[src/rtl/alu.sv]
// Registered 32-bit MIPS-style ALU: add/sub, logic, LUI, set-less-than, shifts, plus Z/C/N/V flags.
// Latency: 1 cycle, result and flags update together on every rising clk edge.
// Backpressure: none; a new operation is accepted every cycle (no enable, no handshake).
//
// Ports:
//   clk      - rising-edge clock
//   rst_n    - asynchronous active-low reset (result=0, zero=1, other flags 0)
//   a        - operand A; a[4:0] is the shift amount for shift ops
//   b        - operand B; the value being shifted for shift ops
//   aluc     - 4-bit operation select
//   result   - registered 32-bit result
//   zero     - registered zero flag (a==b for SLT/SLTU, else result==0)
//   carry    - registered carry / borrow / last-shifted-out bit
//   negative - registered negative flag
//   overflow - registered signed-overflow flag (ADD/SUB only)
module alu (
  input  logic        clk,
  input  logic        rst_n,
  input  logic [31:0] a,
  input  logic [31:0] b,
  input  logic [3:0]  aluc,
  output logic [31:0] result,
  output logic        zero,
  output logic        carry,
  output logic        negative,
  output logic        overflow
);

  localparam logic [3:0] OP_ADDU = 4'b0000;
  localparam logic [3:0] OP_SUBU = 4'b0001;
  localparam logic [3:0] OP_ADD  = 4'b0010;
  localparam logic [3:0] OP_SUB  = 4'b0011;
  localparam logic [3:0] OP_AND  = 4'b0100;
  localparam logic [3:0] OP_OR   = 4'b0101;
  localparam logic [3:0] OP_XOR  = 4'b0110;
  localparam logic [3:0] OP_NOR  = 4'b0111;
  localparam logic [3:0] OP_LUI0 = 4'b1000;
  localparam logic [3:0] OP_LUI1 = 4'b1001;
  localparam logic [3:0] OP_SLTU = 4'b1010;
  localparam logic [3:0] OP_SLT  = 4'b1011;
  localparam logic [3:0] OP_SRA  = 4'b1100;
  localparam logic [3:0] OP_SRL  = 4'b1101;
  localparam logic [3:0] OP_SLL0 = 4'b1110;
  localparam logic [3:0] OP_SLL1 = 4'b1111;

  logic [32:0] w_sum;
  logic [32:0] w_diff;
  logic [4:0]  w_shamt;
  logic [4:0]  w_sr_idx;
  logic [4:0]  w_sl_idx;
  logic [31:0] w_sra;
  logic        w_ltu;
  logic        w_lts;
  logic        w_eq;
  logic        w_sr_out;
  logic        w_sl_out;

  logic [31:0] w_nxt_res;
  logic        w_nxt_zero;
  logic        w_nxt_carry;
  logic        w_nxt_neg;
  logic        w_nxt_ovf;

  logic [31:0] r_result;
  logic        r_zero;
  logic        r_carry;
  logic        r_negative;
  logic        r_overflow;

  // 33-bit add/sub so bit 32 is the unsigned carry-out / borrow directly.
  assign w_sum   = {1'b0, a} + {1'b0, b};
  assign w_diff  = {1'b0, a} - {1'b0, b};
  assign w_shamt = a[4:0];
  assign w_sra   = $signed(b) >>> w_shamt;
  assign w_ltu   = w_diff[32];
  assign w_lts   = $signed(a) < $signed(b);
  assign w_eq    = (a == b);

  // Last bit shifted out. Right shifts lose b[shamt-1]; left shifts lose
  // b[32-shamt], which modulo 32 is simply -shamt. Both are masked to 0
  // when shamt is 0 because nothing is shifted out then.
  assign w_sr_idx = w_shamt - 5'd1;
  assign w_sl_idx = 5'd0 - w_shamt;
  assign w_sr_out = (w_shamt != 5'd0) && b[w_sr_idx];
  assign w_sl_out = (w_shamt != 5'd0) && b[w_sl_idx];

  always_comb begin
    w_nxt_res   = '0;
    w_nxt_carry = 1'b0;
    w_nxt_ovf   = 1'b0;
    case (aluc)
      OP_ADDU: begin
        w_nxt_res   = w_sum[31:0];
        w_nxt_carry = w_sum[32];
      end
      OP_ADD: begin
        w_nxt_res   = w_sum[31:0];
        w_nxt_carry = w_sum[32];
        w_nxt_ovf   = (a[31] == b[31]) && (w_sum[31] != a[31]);
      end
      OP_SUBU: begin
        w_nxt_res   = w_diff[31:0];
        w_nxt_carry = w_ltu;
      end
      OP_SUB: begin
        w_nxt_res   = w_diff[31:0];
        w_nxt_carry = w_ltu;
        w_nxt_ovf   = (a[31] != b[31]) && (w_diff[31] != a[31]);
      end
      OP_AND:  w_nxt_res = a & b;
      OP_OR:   w_nxt_res = a | b;
      OP_XOR:  w_nxt_res = a ^ b;
      OP_NOR:  w_nxt_res = ~(a | b);
      OP_LUI0, OP_LUI1: w_nxt_res = {b[15:0], 16'h0000};
      OP_SLTU: begin
        w_nxt_res   = {31'd0, w_ltu};
        w_nxt_carry = w_ltu;
      end
      OP_SLT:  w_nxt_res = {31'd0, w_lts};
      OP_SRA: begin
        w_nxt_res   = w_sra;
        w_nxt_carry = w_sr_out;
      end
      OP_SRL: begin
        w_nxt_res   = b >> w_shamt;
        w_nxt_carry = w_sr_out;
      end
      OP_SLL0, OP_SLL1: begin
        w_nxt_res   = b << w_shamt;
        w_nxt_carry = w_sl_out;
      end
      default: begin
        w_nxt_res   = '0;
        w_nxt_carry = 1'b0;
        w_nxt_ovf   = 1'b0;
      end
    endcase
  end

  // Comparisons report equality on zero (usable for beq-style decisions)
  // rather than the 0/1 result; SLT reports its outcome on negative.
  always_comb begin
    w_nxt_zero = (w_nxt_res == 32'd0);
    w_nxt_neg  = w_nxt_res[31];
    if ((aluc == OP_SLT) || (aluc == OP_SLTU)) begin
      w_nxt_zero = w_eq;
    end
    if (aluc == OP_SLT) begin
      w_nxt_neg = w_lts;
    end
  end

  always_ff @(posedge clk or negedge rst_n) begin
    if (!rst_n) begin
      r_result   <= '0;
      r_zero     <= 1'b1;
      r_carry    <= 1'b0;
      r_negative <= 1'b0;
      r_overflow <= 1'b0;
    end else begin
      r_result   <= w_nxt_res;
      r_zero     <= w_nxt_zero;
      r_carry    <= w_nxt_carry;
      r_negative <= w_nxt_neg;
      r_overflow <= w_nxt_ovf;
    end
  end

  assign result   = r_result;
  assign zero     = r_zero;
  assign carry    = r_carry;
  assign negative = r_negative;
  assign overflow = r_overflow;

endmodule

[config.mk]
export PLATFORM = sky130hd
export DESIGN_NAME = alu
export DESIGN_NICKNAME = d
export VERILOG_FILES = /design/src/rtl/alu.sv
export SDC_FILE = /design/constraint.sdc
export NUM_CORES = 1
export LEC_CHECK = 0
export ABC_AREA = 1
export BUFFER_PORTS_ARGS = -buffer_cell sky130_fd_sc_hd__buf_4
export CAP_MARGIN = 20
export CORE_UTILIZATION = 38
export DETAILED_ROUTE_END_ITERATION = 10
export GPL_TIMING_DRIVEN = 1
export PLACE_DENSITY = 0.56
export SYNTH_ARGS = -nofsm -noshare
export SYNTH_HDL_FRONTEND = slang
export SYNTH_SLANG_ARGS = --single-unit
export TNS_END_PERCENT = 5
[constraint.sdc]
create_clock -name clk -period 1.07 [get_ports clk]
set_input_delay 0.0535 -clock clk [delete_from_list [all_inputs] [get_ports clk]]
set_output_delay 0.0535 -clock clk [all_outputs]
set_load 0.01 [all_outputs]
# Word-level counts from Yosys, hierarchy flattened
# Cells that the tools add are included.
[totals] ff_bits=36 in_bits=70 output_inout_bits=36 elab_cells=62
[op_classes] n_addsub=4 magnitude_cmp=3 n_eq_ne=20 shift=3 muxes=9 bitwise=4 reduce_logical=14
[ops] cell="$pmux 32 s12" count=1
[ops] cell="$add 32x32->33" count=1
[ops] cell="$sub 32x32->33" count=1
[ops] cell="$and 32x32->32" count=1
[ops] cell="$eq 32x32->1" count=1
[ops] cell="$eq 4x4->1 const B" count=8
[ops] cell="$logic_not 32->1" count=1
[ops] cell="$lt 32x32->1" count=1
[ops] cell="$not 32->32" count=1
[ops] cell="$or 32x32->32" count=1
[ops] cell="$shl 32x5->32" count=1
[ops] cell="$shr 32x5->32" count=1
[ops] cell="$sshr 32x5->32" count=1
[ops] cell="$xor 32x32->32" count=1
[ops] cell="$eq 4x3->1 const B" count=4
[ops] cell="$lt 5x6->1 const B" count=2
[ops] cell="$bmux 1 s5" count=2
[ops] cell="$reduce_or 2->1" count=5
[ops] cell="$eq 4x2->1 const B" count=2
[ops] cell="$reduce_bool 5->1" count=1
[ops] cell="$sub 1x5->5 const A" count=1
[ops] cell="$sub 5x1->5 const B" count=1
[ops] cell="$eq 4x1->1 const B" count=1
[ops] cell="$logic_and 1x1->1" count=4
[ops] cell="other kinds (8)" count=13

# Longest topological paths before layout
# Gate-level depths: netlist of run 1.
[logic_depth] word_depth=5 depth_mapped=24 ltp_nobuf=21

# Worst setup path before layout of run 1
# OpenSTA, ideal clock, no wires.
[synth_path] kind="input-to-reg" start="in a[3]" end="reg r_zero, in the netlist zero" setup_ps=61 t_arrival_ps=2360 setup_slack_ps=-1351 cell_stages=24 cell_sequence="inv_1 > buf_2 > buf_1 > ha_1 > buf_2 > nor2_1 > nand2_1 > inv_1 > nand2_1 > nand2_1 > nand2_1 > nand2_1 > nand2_1 > nand2_1 > nand2_1 > nand3_1 > nand2_1 > nor2_2 > nand2_1 > nor2_1 > nand2_1 > nor2_1 > nand3_1 > nand2_1"
[synth_between] elab_chain_len=5
[synth_lines] item="start, declared" line="19" text="input logic [31:0] a,"
[synth_lines] item="parallel branches: the longest is 4 deep, another holds $sub 32x32->33"
[synth_lines] item="$mux 1 (*)" line="145" text="if ((aluc == OP_SLT) || (aluc == OP_SLTU)) begin"
[synth_lines] item="named net w_nxt_zero" line="59" text="logic w_nxt_zero;"
[synth_lines] item="end signal, assigned" line="162" text="r_zero <= w_nxt_zero;"
[synth_lines] item="end, declared" line="65" text="logic r_zero;"
# Mark *: on every way through the listed nets, which the timed path passes.

# Worst setup path after layout of run 1
[layout_path] start="in b[6]" end="reg r_zero, in the netlist zero"
[layout_between] elab_chain_len=5
[layout_lines] item="start, declared" line="20" text="input logic [31:0] b,"
[layout_lines] item="parallel branches: the longest is 4 deep, another holds $sub 32x32->33"
[layout_lines] item="$mux 1 (*)" line="145"
[layout_lines] item="named net w_nxt_zero" line="59"
# Marks and branches as above.

==> reports/metrics.yaml, run 1 <==
end_kind: "flip-flop"
vias: 20400
drc: 0
syn_to_final_growth_pct: 69.0
drive_gt1_share_pct: 39.1
ys_ff_latch: 36
antenna_left: 0
worstMarginPinSlew_ps: 557
viasPerCell: 5.67
synth_ff_type: "dfrtp_1"
cts_tree: "built"
syn_inst: 2486
yosysWarnings: 0
start_kind: "primary input"
min_period_over_period_pct: 206
crit_path_cell_trace: "buf_4, clkinvlp_4, ha_4, buf_4, nand2_2, o21bai_2, nand2_1, nand3b_1, buf_6, buf_6, nand2_1, nand3_1, a21oi_2, nor2_2, nand2_1, nor2_1, nand2_1, nor2_2, nand3_1, nand2_1"
grt_pass1_wl_um: 116000
cp.arrival_ps: 2440
rows: 65
cts_htree_levels: 2
synth.top_cells.by_count: "nand2_1, nand3_1, inv_1"
fmax_mhz: 454
drt-initial-drc-count: 2585
cts_buffers: 5
status: "complete, but fails checks"
cpPeakStageDelay_ps: 390
clockRootBuffer: "clkbuf_16"
fin_ws_ps: -1130
clockBufferDepth: 2
first_global_vias: 19300
die_w_um: 182
postPlaceCellArea_um2: 18200
setup.worst_path.class: "primary input to flip-flop"
drt_first_pass_iters: 6
die-area_um2: 33100
max_cap_viol_count: 0
initial_utilization_pct: 38.8
violations: "setup timing"
peakVddDrop_v: 0.000762
slew_viol_final: 0
pwr_density_cell_nw_per_um2: 715
wl_per_cell_um: 22.4
port_buffers: 105
synth_enable_flop_cells: 0
setup_viol: 36
final.min_clock_period_ps: 2200
crit_start: "b[6]"
worstHoldPathType: "primary input to flip-flop"
ys_top_cells_by_area: "nand2_1, nand3_1, inv_1"
final_net_count: 3362
syn-cell-area_um2: 12300
rsz0062_at_grt: "true"
avgSynthCellArea_um2: 4.95
yosysTopAreaCell: "nand2_1"
crit_top_cell: "nand2_1"
crit_family: "simple AND/OR/NAND/NOR gates"
cts_sinks: 36
hpwl_um: 65700
grt-ovfl-total: 0
yosysSeqAreaShare_pct: 7.32
fp.coreArea_um2: 31700
hp-start: "a[31]"
leakage_nw: 11.6
cp_num_buf_inv: 5
finalHoldViolations: 0
synth-async-reset-ratio_pct: 100
crit_slowest_cell: "ha_4"
crit_path_max_fanout: 6
slew_headroom_pct: 62.7
holdWs_ps: 207
synth.net_count: 2656
cts.clk_slew.worst_paths_ps: 70
stdcell_area_um2: 20800
grt_max_degree: 37
synth.top_cell.area_share_pct: 28.6
synthDistinctLibCells: 47
setup_tns_ps: -28520
grt_util_all_layers_pct: 47.2
routabilityCongestion: 1.09
yosysMostFrequentCell: "nand2_1"
boundaryPins: 106
dieHeight_um: 182
wirelength_um: 80400
worstPathRequired_ps: 1310
antenna_cells: 0
grt_antenna_before_repair: 2
## routing by layer
| metal | GRT usage [%] | vias to the layer above | part of all wire (%) |
|---|---|---|---|
| li1 | - | 9310 | - |
| met1 | 56.9 | 9337 | 38 |
| met2 | 75.0 | 1353 | 43 |
| met3 | 8.12 | 384 | 9.9 |
| met4 | 35.5 | 4 | 9.3 |
| met5 | 0 | - | 0.034 |
## what timing repair did
item | CTS | global route
hold buffers | 1 | 0
setup buffers | 42 | 19
pin swaps | 87 | 87
hold endpoints to repair | 35 | 0
gates resized for setup | 386 | 184
cloned | 0 | 0
setup endpoints to repair | 36 | 36
## path summary, 6_finish.rpt
| kind | end | slack (ps) | cells past startpoint |
|---|---|---|---|
| min | overflow | 210 | 5 |
| max in group asynchronous | zero | 430 | 2 |
| min in group asynchronous | result[0] | 250 | 2 |
| max | zero | -1130 | 20 |
## sequential cells by signal, indices dropped and copies added (netlist names)
register and cells:
result 32, carry 1, negative 1, overflow 1, zero 1
## cell type report
type                       instances  area (um^2)
timing repair buffer             800         6430
sequential                        36          902
fill                            2971        10900
clock buffer                       8          146
tap                              402          503
inverter                         365         1430
multi-input combinational       1984        11400
## power by group
part           switching (W)  total (W)  leakage, nW  internal (W)
logic                0.00666     0.0117         11.1       0.00500
registers          0.0000539    0.00161        0.448       0.00156
clock network       0.000683    0.00162       0.0712      0.000933
total                0.00740     0.0149         11.6       0.00749
## tightest hold or removal path, stage by stage
cell and delay [ps]:
buf_4 80, buf_4 110, xor2_1 70, nand4_1 60
o21ai_0 80
## layout by cell type, fill, tap and decap left out, types with 17 or more instances in the layout
cell type  count
nand2_1      802
buf_4        737
nand3_1      338
inv_1        300
nor2_1       143
nand2_2      114
a21oi_1       72
o21ai_0       59
ha_1          56
nand3_2       52
nor2_2        52
inv_2         41
buf_6         39
dfrtp_1       35
nor2_4        33
ha_4          30
nand4_1       27
a21oi_2       26
nand2_4       21
buf_12        21
o211ai_1      17
## cells by family (layout without fill, tap and decap cells)
logic type                 after synthesis  in the layout  share of synthesized area, %
DFF                                     36             36                          7.32
buffers and inverters                  466           1173                          15.5
adders and majority gates              100            100                          10.3
and+or+nand+nor                       1630           1630                          55.0
xor gates and xnor gates                 9              9                         0.701
AOI/OAI and AO/OA                      245            245                          11.1
## through the flow
stage	power, W	setup slack, ps	instances	util (%)
after global routing	0.0156	-1320	3595	65.6
final	0.0149	-1130	3595	65.6
after floorplan	0.00596	-1010	2486	-
after global placement	0.0110	-1870	3527	57.3
after detailed placement	0.0111	-1860	3527	57.3
after CTS	0.0140	-1010	3578	63.4
Power figures use the tool's default switching activity.
==> run 2: changes to the inputs <==
--- a/config.mk
+++ b/config.mk
@@ -8,10 +8,12 @@
 export ABC_AREA = 1
 export BUFFER_PORTS_ARGS = -buffer_cell sky130_fd_sc_hd__buf_4
 export CAP_MARGIN = 20
-export CORE_UTILIZATION = 38
+export CELL_PAD_IN_SITES_DETAIL_PLACEMENT = 2
+export CELL_PAD_IN_SITES_GLOBAL_PLACEMENT = 2
+export CORE_UTILIZATION = 33
 export DETAILED_ROUTE_END_ITERATION = 10
 export GPL_TIMING_DRIVEN = 1
-export PLACE_DENSITY = 0.56
+export PLACE_DENSITY = 0.9
 export SYNTH_ARGS = -nofsm -noshare
 export SYNTH_HDL_FRONTEND = slang
 export SYNTH_SLANG_ARGS = --single-unit
==> reports/metrics.yaml, run 2 <==
status: "aborted with a tool error"
failing_step: "detailed placement"
error: "[ERROR DPL-0033] detailed placement checks failed during check placement."
synth_top_family_by_area: "simple AND/OR/NAND/NOR gates"
die_w_um: 195  # +7.2%
rows: 70  # +7.7%
synth_xor_area_share_pct: 0.701  # unchanged
synth.top_cells.by_count: "nand2_1, nand3_1, inv_1"
synth_enable_flop_cells: 0  # unchanged
initial_utilization_pct: 33.6  # -5.3 points
yosysTopAreaCell: "nand2_1"
yosysMostFrequentCell: "nand2_1"
synth_ff_type: "dfrtp_1"
synth-async-reset-ratio_pct: 100  # unchanged
synth.net_count: 2656  # unchanged
synth-simple-area-share_pct: 55.0  # unchanged
ys_ff_latch: 36  # unchanged
port_buffers: 105  # unchanged
synthDistinctLibCells: 47  # unchanged
synth_compound_area_share_pct: 11.1  # unchanged
ys_top_cells_by_area: "nand2_1, nand3_1, inv_1"
boundaryPins: 106  # unchanged
routabilityCongestion: 1.23  # +13%
synthMuxAreaShare_pct: 0  # unchanged
syn_inst: 2486  # unchanged
hpwl_um: 104000  # +58%
avgSynthCellArea_um2: 4.95  # unchanged
synthAdderAreaFrac_pct: 10.3  # unchanged
synth.top_cell.area_share_pct: 28.6  # unchanged
yosysSeqAreaShare_pct: 7.32  # unchanged
dieHeight_um: 195  # +7.2%
yosysWarnings: 0  # unchanged
syn-cell-area_um2: 12300  # unchanged
## run 2: cells by family after synthesis
| family | after synthesis |
|---|---|
| simple gates | 1630 |
| buf+inv | 466 |
| compound gates | 245 |
| fa+ha+maj | 100 |
| flops | 36 |
| xor+xnor | 9 |
## run 2: through the flow
stage	setup TNS, ps	instances	setup WS, ps	hold slack, ps
2_1_floorplan	-23610	2486	-1010	-242
3_3_place_gp	-45400	3565	-1790	23.7
==> run 3: changes to the inputs <==
--- a/config.mk
+++ b/config.mk
@@ -8,12 +8,10 @@
 export ABC_AREA = 1
 export BUFFER_PORTS_ARGS = -buffer_cell sky130_fd_sc_hd__buf_4
 export CAP_MARGIN = 20
-export CELL_PAD_IN_SITES_DETAIL_PLACEMENT = 2
-export CELL_PAD_IN_SITES_GLOBAL_PLACEMENT = 2
 export CORE_UTILIZATION = 33
 export DETAILED_ROUTE_END_ITERATION = 10
 export GPL_TIMING_DRIVEN = 1
-export PLACE_DENSITY = 0.9
+export PLACE_DENSITY_LB_ADDON = 0.15
 export SYNTH_ARGS = -nofsm -noshare
 export SYNTH_HDL_FRONTEND = slang
 export SYNTH_SLANG_ARGS = --single-unit
==> reports/metrics.yaml, run 3 (synthesis results as in run 1) <==
final_common_cell: "nand2_1"
drt_first_pass_iters: 6
initial_utilization_pct: 33.6  # unchanged
cts.clk_slew.worst_paths_ps: 70
violations: "setup timing"
grt_pass1_wl_um: 116000
clockRootBuffer: "clkbuf_16"
totalPowerFinal_w: 0.0148
drive_gt1_share_pct: 37.7
cts_sinks: 36
postPlaceCellArea_um2: 18200
worstMarginPinSlew_ps: 531
cts_tree: "built"
dieHeight_um: 195  # unchanged
setup_viol: 36
setup_tns_ps: -27520
stdcell_area_um2: 20600
largest_register_ffs: 32
slew_headroom_pct: 64.6
peakVddDrop_v: 0.000603
fp.coreArea_um2: 36700
antenna_cells: 0
crit_path_max_fanout: 4
pre_cts_slack_ps: -1790
end_kind: "flip-flop"
final_cell_mix: "nand2_1, buf_4, nand3_1"
first_global_vias: 18400
hpwl_um: 67900  # -35%
pwr_density_cell_nw_per_um2: 719
min_period_over_period_pct: 209
antenna_left: 0
fin_ws_ps: -1170
max_cap_viol_count: 0
grt_max_degree: 37
grt-ovfl-total: 0
final_net_count: 3345
routabilityCongestion: 1.08  # -13%
rows: 70  # unchanged
worstPathRequired_ps: 1320
port_buffers: 105  # unchanged
slew_viol_final: 0
grt_antenna_before_repair: 2
boundaryPins: 106  # unchanged
start_kind: "primary input"
cp.arrival_ps: 2480
rsz0062_at_grt: "true"
syn_to_final_growth_pct: 67.6
status: "complete, but fails checks"
clockBufferDepth: 2
cts_buffers: 5
drt-initial-drc-count: 2123
finalHoldViolations: 0
final.min_clock_period_ps: 2240
fillerInstances: 3793
die_w_um: 195  # unchanged
die-area_um2: 38100
grt_util_all_layers_pct: 41.4
fmax_mhz: 447
fin_util_pct: 56.2
vias: 19700
setup.worst_path.class: "primary input to flip-flop"
worstHoldPathType: "primary input to flip-flop"
wirelength_um: 81300
drc: 0
wl_per_cell_um: 22.3
cts_htree_levels: 2
leakage_nw: 11.5
viasPerCell: 5.41
## run 3: area by class of cell
class                   instances  area (um^2)  area share, %
clock buffers                   5          125          0.606
clock inverters                 3         42.5          0.206
inverters                     365         1420           6.90
multi-input cells            1984        11200           54.5
flip-flops and latches         36          902           4.37
well taps                     468          586           2.84
repair buffers                783         6310           30.6
## run 3: worst max-delay path, cell delays in order
cell	delay, ps
buf_8	100
clkinvlp_4	180
ha_4	360
inv_1	70
nand2_1	70
nand2_2	80
a21oi_4	150
nand2_2	110
buf_6	130
nand2_4	70
nand2_4	50
nand2_4	100
nand3_2	110
nand3_4	130
nand4_1	160
nor2_4	200
nand2_4	80
nor2_4	110
nand3_1	90
nand2_1	70
## run 3: stage by stage
step | cells | hold WS, ps
after global placement | 3584 | 50.4
after floorplan | 2486 | -242
final | 3644 | 165
after CTS | 3616 | 152
after detailed placement | 3584 | 59.4
after global routing | 3644 | 178
## run 3: worst paths after layout
check	start	depth (start not counted)	endpoint
setup / recovery	b[7]	20	zero
max in group asynchronous	rst_n	2	zero
min in group asynchronous	rst_n	2	result[0]
hold / removal	a[31]	5	overflow
## run 3: routing by layer
metal | vias up | global-route usage, % | wire [um]
li1 | 9255 | - | -
met3 | 191 | 3.37 | 6500
met1 | 9240 | 54.0 | 33100
met2 | 1032 | 68.5 | 37100
met4 | 2 | 20.3 | 4550
met5 | - | 0 | 13
## run 3: where the power goes
group          total [W]  switching, W  internal, W
clock network    0.00183      0.000734      0.00110
registers        0.00161     0.0000520      0.00156
logic             0.0114       0.00654      0.00487
total             0.0148       0.00733      0.00752
## run 3: what timing repair did
item	4_1_cts	5_1_grt
pin swaps	66	91
gates cloned	1	0
endpoints found under the hold margin	35	0
endpoints found under the setup margin	36	36
buffers inserted	22	29
resized for setup	294	239
hold buffers	1	0
